==> config.mk <==
export PLATFORM = sky130hd
export DESIGN_NAME = hazard_ctrl
export DESIGN_NICKNAME = d
export VERILOG_FILES = /design/src/rtl/hazard_pkg.sv /design/src/rtl/hazard_ctrl_sat_counter.sv /design/src/rtl/hazard_ctrl.sv
export SDC_FILE = /design/constraint.sdc
export NUM_CORES = 1
export LEC_CHECK = 0
export ABC_AREA = 1
export CORE_MARGIN = 2
export CORE_UTILIZATION = 35
export DETAILED_ROUTE_END_ITERATION = 7
export GPL_ROUTABILITY_DRIVEN = 0
export PLACE_DENSITY_LB_ADDON = 0.25
export SLEW_MARGIN = 20
export SYNTH_ARGS = -nofsm -noshare
export SYNTH_HDL_FRONTEND = slang
export SYNTH_SLANG_ARGS = --single-unit
export TNS_END_PERCENT = 100
==> constraint.sdc <==
create_clock -name clk -period 1.8 [get_ports clk]
set_input_delay 0.18 -clock clk [delete_from_list [all_inputs] [get_ports clk]]
set_output_delay 0.18 -clock clk [all_outputs]
set_load 0.02 [all_outputs]
==> src/rtl/hazard_pkg.sv <==
// Shared pipeline-control types: the hazard FSM states and the writeback-select
// encoding that marks a load. The decoder imports this package as well.
package hazard_pkg;

  typedef enum logic [1:0] {
    RUN    = 2'd0,
    DRAIN  = 2'd1,
    HALTED = 2'd2
  } state_t;

  localparam logic [1:0] RWSEL_MEM = 2'b01;

endpackage

==> src/rtl/hazard_ctrl_sat_counter.sv <==
// sat_counter: up-counter that sticks at all-ones instead of wrapping.
// Asynchronous active-low reset clears it to zero.
module sat_counter #(
  parameter int WIDTH = 16
) (
  input  logic             clk,
  input  logic             reset_n,
  input  logic             inc,
  output logic [WIDTH-1:0] count
);

  always_ff @(posedge clk or negedge reset_n) begin
    if (!reset_n) begin
      count <= '0;
    end else if (inc && (count != '1)) begin
      count <= count + WIDTH'(1);
    end
  end

endmodule

==> src/rtl/hazard_ctrl.sv <==
// hazard_ctrl: pipeline register enable/flush generation, halt draining FSM and
// saturating stall counter. Define HAZARD_STATS_EN to build the flush/load-use counters.
module hazard_ctrl
  import hazard_pkg::*;
#(
  parameter int STALL_CNT_W = 16
) (
  input  logic                   clk,
  input  logic                   reset_n,
  input  logic [2:0]             rs_adr_id,
  input  logic [2:0]             rt_adr_id,
  input  logic                   rs_used_id,
  input  logic                   rt_used_id,
  input  logic                   regwrite_ex,
  input  logic [2:0]             regwrite_adr_ex,
  input  logic [1:0]             regwrite_dat_controll_ex,
  input  logic                   branch_taken_ex,
  input  logic                   is_halt_ex,
  input  logic                   is_halt_wb,
  input  logic                   mem_busy,
  output logic                   en_pc,
  output logic                   en_ifid,
  output logic                   en_idex,
  output logic                   en_exmem,
  output logic                   en_memwb,
  output logic                   flush_ifid,
  output logic                   flush_idex,
  output logic                   halted,
  output logic [STALL_CNT_W-1:0] stall_cycles,
  output logic [STALL_CNT_W-1:0] flush_cycles,
  output logic [STALL_CNT_W-1:0] load_use_events
);

  state_t state;
  state_t state_next;

  logic load_use;
  logic in_run;
  logic load_use_win;
  logic branch_flush;

  assign load_use = regwrite_ex
                  & (regwrite_dat_controll_ex == RWSEL_MEM)
                  & (regwrite_adr_ex != 3'd0)
                  & ((rs_used_id & (rs_adr_id == regwrite_adr_ex))
                   | (rt_used_id & (rt_adr_id == regwrite_adr_ex)));

  // Event qualifiers mirror the RUN priority order used below.
  assign in_run       = reset_n & (state == RUN);
  assign branch_flush = in_run & ~mem_busy & ~is_halt_ex & branch_taken_ex;
  assign load_use_win = in_run & ~mem_busy & ~is_halt_ex & ~branch_taken_ex & load_use;

  always_ff @(posedge clk or negedge reset_n) begin
    if (!reset_n) begin
      state <= RUN;
    end else begin
      state <= state_next;
    end
  end

  always_comb begin
    state_next = state;
    en_pc      = 1'b1;
    en_ifid    = 1'b1;
    en_idex    = 1'b1;
    en_exmem   = 1'b1;
    en_memwb   = 1'b1;
    flush_ifid = 1'b0;
    flush_idex = 1'b0;
    if (reset_n) begin
      unique case (state)
        RUN: begin
          if (mem_busy) begin
            {en_pc, en_ifid, en_idex, en_exmem, en_memwb} = 5'b00000;
          end else if (is_halt_ex) begin
            en_pc      = 1'b0;
            flush_ifid = 1'b1;
            flush_idex = 1'b1;
            state_next = DRAIN;
          end else if (branch_taken_ex) begin
            flush_ifid = 1'b1;
            flush_idex = 1'b1;
          end else if (load_use) begin
            // One bubble suffices: the load reaches MEM next cycle and forwards from there.
            en_pc      = 1'b0;
            en_ifid    = 1'b0;
            flush_idex = 1'b1;
          end
        end
        DRAIN: begin
          if (mem_busy) begin
            {en_pc, en_ifid, en_idex, en_exmem, en_memwb} = 5'b00000;
          end else begin
            en_pc      = 1'b0;
            flush_ifid = 1'b1;
            flush_idex = 1'b1;
            if (is_halt_wb) begin
              state_next = HALTED;
            end
          end
        end
        HALTED: begin
          {en_pc, en_ifid, en_idex, en_exmem, en_memwb} = 5'b00000;
        end
        default: begin
          state_next = RUN;
        end
      endcase
    end
  end

  assign halted = (state == HALTED);

  sat_counter #(.WIDTH(STALL_CNT_W)) u_stall_cnt (
    .clk     (clk),
    .reset_n (reset_n),
    .inc     ((in_run & mem_busy) | load_use_win),
    .count   (stall_cycles)
  );

`ifdef HAZARD_STATS_EN
  sat_counter #(.WIDTH(STALL_CNT_W)) u_flush_cnt (
    .clk     (clk),
    .reset_n (reset_n),
    .inc     (branch_flush),
    .count   (flush_cycles)
  );

  sat_counter #(.WIDTH(STALL_CNT_W)) u_load_use_cnt (
    .clk     (clk),
    .reset_n (reset_n),
    .inc     (load_use_win),
    .count   (load_use_events)
  );
`else
  logic unused_stats;
  assign unused_stats    = branch_flush;
  assign flush_cycles    = '0;
  assign load_use_events = '0;
`endif

endmodule

==> out/metrics.yaml, run 1 <==
status: "complete, no violations"
slew_viol_final: 0
grt_usage_pct: 14.2
synth_area_leaders: "dfrtp_1 (27%), nand2_1 (16%), buf_4 (16%)"
cts_buffers: 3
reg2reg_slack_ns: 0.15
cts_htree_levels: 1
antenna_cells: 0
synth_top_area_share_pct: 26.9
placed_area_mm2: 0.00219
io_buffers: 43
avgSynthCellArea_um2: 6.81
r2r-end: "u_stall_cnt.count[15]"
yosysTopAreaCell: "dfrtp_1"
ys_top_cells_by_count: "nand2_1 (73), buf_4 (35), nor2_1 (26)"
drt_wl_total_mm: 3.77
antenna_found_initial: 0
drive_gt1_share_pct: 15.6
cts.clk_slew.worst_paths_ns: 0.07
crit_arrival_ns: 1.53
clock_path_buffers: 2
vdd_ir_drop_max_mv: 0.639
synth.most_common_cell: "nand2_1"
firstDrtPassIters: 4
cts_setup_buffers: 0
cts_sinks: 18
synthesis.area_mm2: 0.00168
r2r_cells: 10
endpoint: "flush_idex"
fin_setup_tns_ns: 0
synth_edf_count: 0
fp.coreArea_mm2: 0.00466
vias: 1614
fillCellCount: 475
vias_per_cell: 4.46
ys.flop_type: "dfrtp_1"
first_global_vias: 1399
slowest_stage: "dfrtp_1"
tritoncts: "done"
whs_ns: 0.324
ys_types: 29
crit_chain: "inv_1 > ha_2 > nand2_1 > nor2_2 > nor2_1 > a21oi_1 > buf_2"
yosys_warnings: 0
crit_path_end_kind: "output pin"
timing.rr.start: "state[0]"
fmax_mhz: 584
clock-skew-final_ns: 0.00230
cts_root_buffer: "clkbuf_8"
power.total_w: 0.00177
leakage_nw: 1.15
area_growth_pct: 34.0
grt_pass1_wl_mm: 6.00
drc: 0
stdcell_area_mm2: 0.00224
finish.net_count: 335
dieHeight_um: 73.2
synthCells: 246
hp-class: "input port to asynchronous set/reset pin"
ys_seq_elements: 18
cp_max_fo: 4
startpoint: "state[0]"
crit_path_start_kind: "flip-flop"
grt_max_degree: 21
max_stage_delay_ns: 0.41
io_pins: 76
die_x_um: 73.2
hold_violations: 0
initialDrtViolationCount: 37
power_density_mw_per_mm2: 789
insertion_delay_ns: 0.26
synthArstFlopShare_pct: 100
max-cap-violations: 0
post_drt_wl_per_cell_um: 10.4
finalSetupViolCount: 0
crit_required_ns: 1.62
period_share_pct: 95.1
rows: 25
dieArea_mm2: 0.00536
min_period_ns: 1.71
detail-route-antenna-nets: 0
place_hpwl_mm: 2.87
grt_overflow_total: 0
critPathKind: "flip-flop to output pin"
initial_utilization_pct: 35.9
ys_seq_area_share_pct: 26.9
worst max-delay path, delay by kind of cell, from the launching register on:
kind	cells	cell delay [ns]
AND/OR/NAND/NOR	3	0.27
buffers and inverters	2	0.27
AO/OA/AOI/OAI	1	0.14
adder cells (fa/ha/maj)	1	0.20
flip-flops	1	0.41
area by class of cell:
class | instances | area [um2] | share of cell area (%)
clock buffer | 3 | 41.3 | 1.84
tap | 54 | 67.6 | 3.01
timing repair buffer | 65 | 588 | 26.2
inverter | 23 | 86.3 | 3.85
multi-input combinational | 199 | 1010 | 45.0
sequential | 18 | 452 | 20.1
placed cells by master, fill, tap and decap left out, drive strengths merged, types with 5 or more instances in the layout:
master / count
nand3: 25
inv: 23
o21ai: 7
dfrtp: 18
conb: 32
nand2: 76
nor2: 27
xnor2: 8
nor3: 5
clkdlybuf4s50: 33
ha: 5
buf: 25
per-stage QoR:
stage	cells	util, %	setup slack [ns]
after global routing	362	48.2	-0.0566
after floorplan	277	-	0.206
after CTS	362	47.8	-0.0506
after detailed placement	359	47.0	-0.341
after global placement	359	47.0	-0.330
final	362	48.2	0.0884
layer usage:
layer  vias up  share of wire, %  track usage [%]
met2        51                43             21.5
li1        833                 -                -
met3         5               6.8             2.62
met4         0               1.4             4.94
met5         -                 0                0
met1       725                49             20.0
state kept, by name, indices dropped and copies added (netlist names):
signal,cells
u_stall_cnt.count,16
state,2
cells by family (layout without fill, tap and decap cells):
| kind of cell | after synthesis | count (layout) | synth area share, % |
|---|---|---|---|
| other cells | 1 | 32 | 0.224 |
| xor+xnor | 12 | 12 | 6.27 |
| flops | 18 | 18 | 26.9 |
| fa+ha+maj | 5 | 5 | 3.73 |
| compound gates | 11 | 11 | 3.66 |
| buf+inv | 60 | 91 | 21.8 |
| simple gates | 139 | 139 | 37.4 |
where the power goes:
| part | switching (W) | leakage (nW) | internal [W] |
|---|---|---|---|
| Combinational | 0.000518 | 0.886 | 0.000429 |
| Clock | 0.000137 | 0.0216 | 0.000149 |
| Sequential | 0.0000743 | 0.243 | 0.000464 |
how the worst min path moves through the flow:
stage | cells past startpoint | to | slack (ns) | start
floorplan | 0 | state[0] | -0.12 | reset_n
global placement | 2 | u_stall_cnt.count[8] | 0.52 | u_stall_cnt.count[8]
detailed placement | 2 | u_stall_cnt.count[1] | 0.53 | u_stall_cnt.count[1]
CTS | 2 | u_stall_cnt.count[14] | 0.34 | reset_n
global route | 2 | u_stall_cnt.count[5] | 0.36 | reset_n
finish | 2 | u_stall_cnt.count[14] | 0.32 | reset_n
timing repair:
action                                  CTS  global route
endpoints found under the setup margin    7            17
resized for setup                        18            14
hold buffers                              0             0
(Power assumes the default switching activity.)
==> run 2: changes to the inputs <==
- SYNTH_HIERARCHICAL: default -> 1
==> out/metrics.yaml, run 2 <==
slew_viol_final: 0
drt_wl_total_mm: 4.09
largest_reg_flops: 16
area_growth_pct: 32.3
grt_max_degree: 12
min_period_ns: 1.75
grt_usage_pct: 15.0
vias: 1757
leakage_nw: 1.25
synth.most_common_cell: "nand2_1"
ys_top_cells_by_count: "nand2_1 (100), inv_1 (36), buf_4 (34)"
first_global_vias: 1489
startpoint: "reset_n"
avgSynthCellArea_um2: 6.26
r2r_cells: 11
crit_arrival_ns: 1.57
tritoncts: "done"
dieArea_mm2: 0.00563
place_hpwl_mm: 3.31
vias_per_cell: 4.33
ys_seq_elements: 18
drive_gt1_share_pct: 15.3
crit_chain: "clkdlybuf4s50_1 > inv_2 > buf_4 > a21oi_1 > o21ai_0 > dlygate4sd2_1"
grt_pass1_wl_mm: 6.63
cts.clk_slew.worst_paths_ns: 0.07
timing.rr.start: "state[1]"
top_regs: "u_stall_cnt/count: 16 flops, state: 2 flops"
crit_path_end_kind: "output pin"
grt_setup_unrepaired: "true"
finish.net_count: 366
ys.flop_type: "dfrtp_1"
ys_types: 24
crit_path_start_kind: "input port"
hold_violations: 0
clock_path_buffers: 2
critPathKind: "input port to output pin"
yosysTopAreaCell: "dfrtp_1"
stdcell_area_mm2: 0.00234
post_drt_wl_per_cell_um: 10.1
finalSetupViolCount: 0
final_cell_mix: "nand2_1 (98), inv_1 (34), conb_1 (32)"
cts_sinks: 18
power_density_mw_per_mm2: 856
status: "complete, no violations"
p_sw_share_pct: 42.4
period_share_pct: 97.1
dieHeight_um: 75.0
ys_seq_area_share_pct: 25.5
fmax_mhz: 572
max-cap-violations: 0
detail-route-antenna-nets: 0
firstDrtPassIters: 4
hp-class: "input port to asynchronous set/reset pin"
p_clk_share_pct: 16.8
fp.coreArea_mm2: 0.00479
crit_family: "buffers and inverters"
max_stage_delay_ns: 0.58
intPower_w: 0.00115
cts_buffers: 3
placed_area_mm2: 0.00224
layout_commonest_cell: "nand2_1"
synthArstFlopShare_pct: 100
cp_max_fo: 4
cts_root_buffer: "clkbuf_8"
insertion_delay_ns: 0.26
final_cells: 406
yosys_warnings: 6
clock-skew-final_ns: 0.00229
initialDrtViolationCount: 93
die_x_um: 75.0
slowest_stage: "clkdlybuf4s50_1"
synthesis.area_mm2: 0.00177
pwr-share-comb_pct: 55.0
antenna_found_initial: 0
synth_top_area_share_pct: 25.5
synth_area_leaders: "dfrtp_1 (25%), nand2_1 (21%), buf_4 (14%)"
initial_utilization_pct: 36.9
power.sequential.fraction_pct: 28.2
crit_cells: 6
synth_edf_count: 0
synthCells: 282
antenna_cells: 0
cts_htree_levels: 1
grt_overflow_total: 0
crit_buf_inv: 4
io_pins: 76
top_register: "u_stall_cnt/count"
rows: 25
io_buffers: 43
drc: 0
crit_required_ns: 1.62
vdd_ir_drop_max_mv: 0.549
power_switching_w: 0.000847
post-place-cells: 401
## run 2: timing repair
| item | CTS | global route |
|---|---|---|
| buffers inserted | 1 | 0 |
| gates resized for setup | 12 | 20 |
| pin swaps | 1 | 8 |
| setup endpoints to repair | 13 | 14 |
| hold buffers | 0 | 0 |
## run 2: area by class of cell
class	instances	area (um2)
repair buffers	57	534
well taps	67	83.8
multi-input cells	221	1070
inverters	39	146
clock buffers	4	55.1
fillers	512	2450
flip-flops and latches	18	450
## run 2: metal layers
layer / part of all wire, % / GRT usage (%)
met5: 0 / 0
met4: 0.46 / 1.79
met3: 4.7 / 3.48
met2: 48 / 25.8
met1: 47 / 19.8
## run 2: final timing paths
kind	slack [ns]	to
worst max-delay path	0.05	en_memwb
worst min-delay path	0.39	u_stall_cnt/count[14]
worst max register to register	0.12	u_stall_cnt/count[14]
worst min register to register	0.52	u_stall_cnt/count[15]
max in group asynchronous	1.26	u_stall_cnt/count[11]
min in group clk	0.52	u_stall_cnt/count[15]
## run 2: cells by family (layout without fill, tap and decap cells)
logic type / after synthesis / after routing / share of synthesized area (%)
flops: 18 / 18 / 25.5
compound gates: 11 / 11 / 3.75
xor+xnor: 3 / 3 / 1.49
other cells: 1 / 32 / 0.212
simple gates: 169 / 169 / 41.4
buf+inv: 74 / 100 / 23.4
fa+ha+maj: 6 / 6 / 4.25
## run 2: metrics by stage
step	TNS [ns]	power, W	util, %	hold slack (ns)	setup slack [ns]
2_1_floorplan	0	0.00129	-	-0.116	0.00452
3_3_place_gp	-4.25	0.00168	46.9	0.505	-0.272
3_5_place_dp	-4.93	0.00170	46.9	0.507	-0.338
4_1_cts	0	0.00201	48.1	0.393	0.00585
5_1_grt	-0.0230	0.00217	48.8	0.393	-0.0222
6_report	0	0.00200	48.8	0.395	0.0521
## run 2: power by group through the flow
stage / sequential (W) / clock [W] / combinational, W
5_1_grt: 0.000579 / 0.000362 / 0.00123
2_1_floorplan: 0.000647 / 0 / 0.000638
4_1_cts: 0.000565 / 0.000347 / 0.00110
3_5_place_dp: 0.000571 / 0 / 0.00113
3_3_place_gp: 0.000572 / 0 / 0.00111
6_report: 0.000564 / 0.000335 / 0.00110
==> run 3: changes to the inputs <==
- CTS_CLUSTER_SIZE: default -> 10
==> results of run 3 <==
The final DEF is identical to that of run 2; final timing and power are the same.
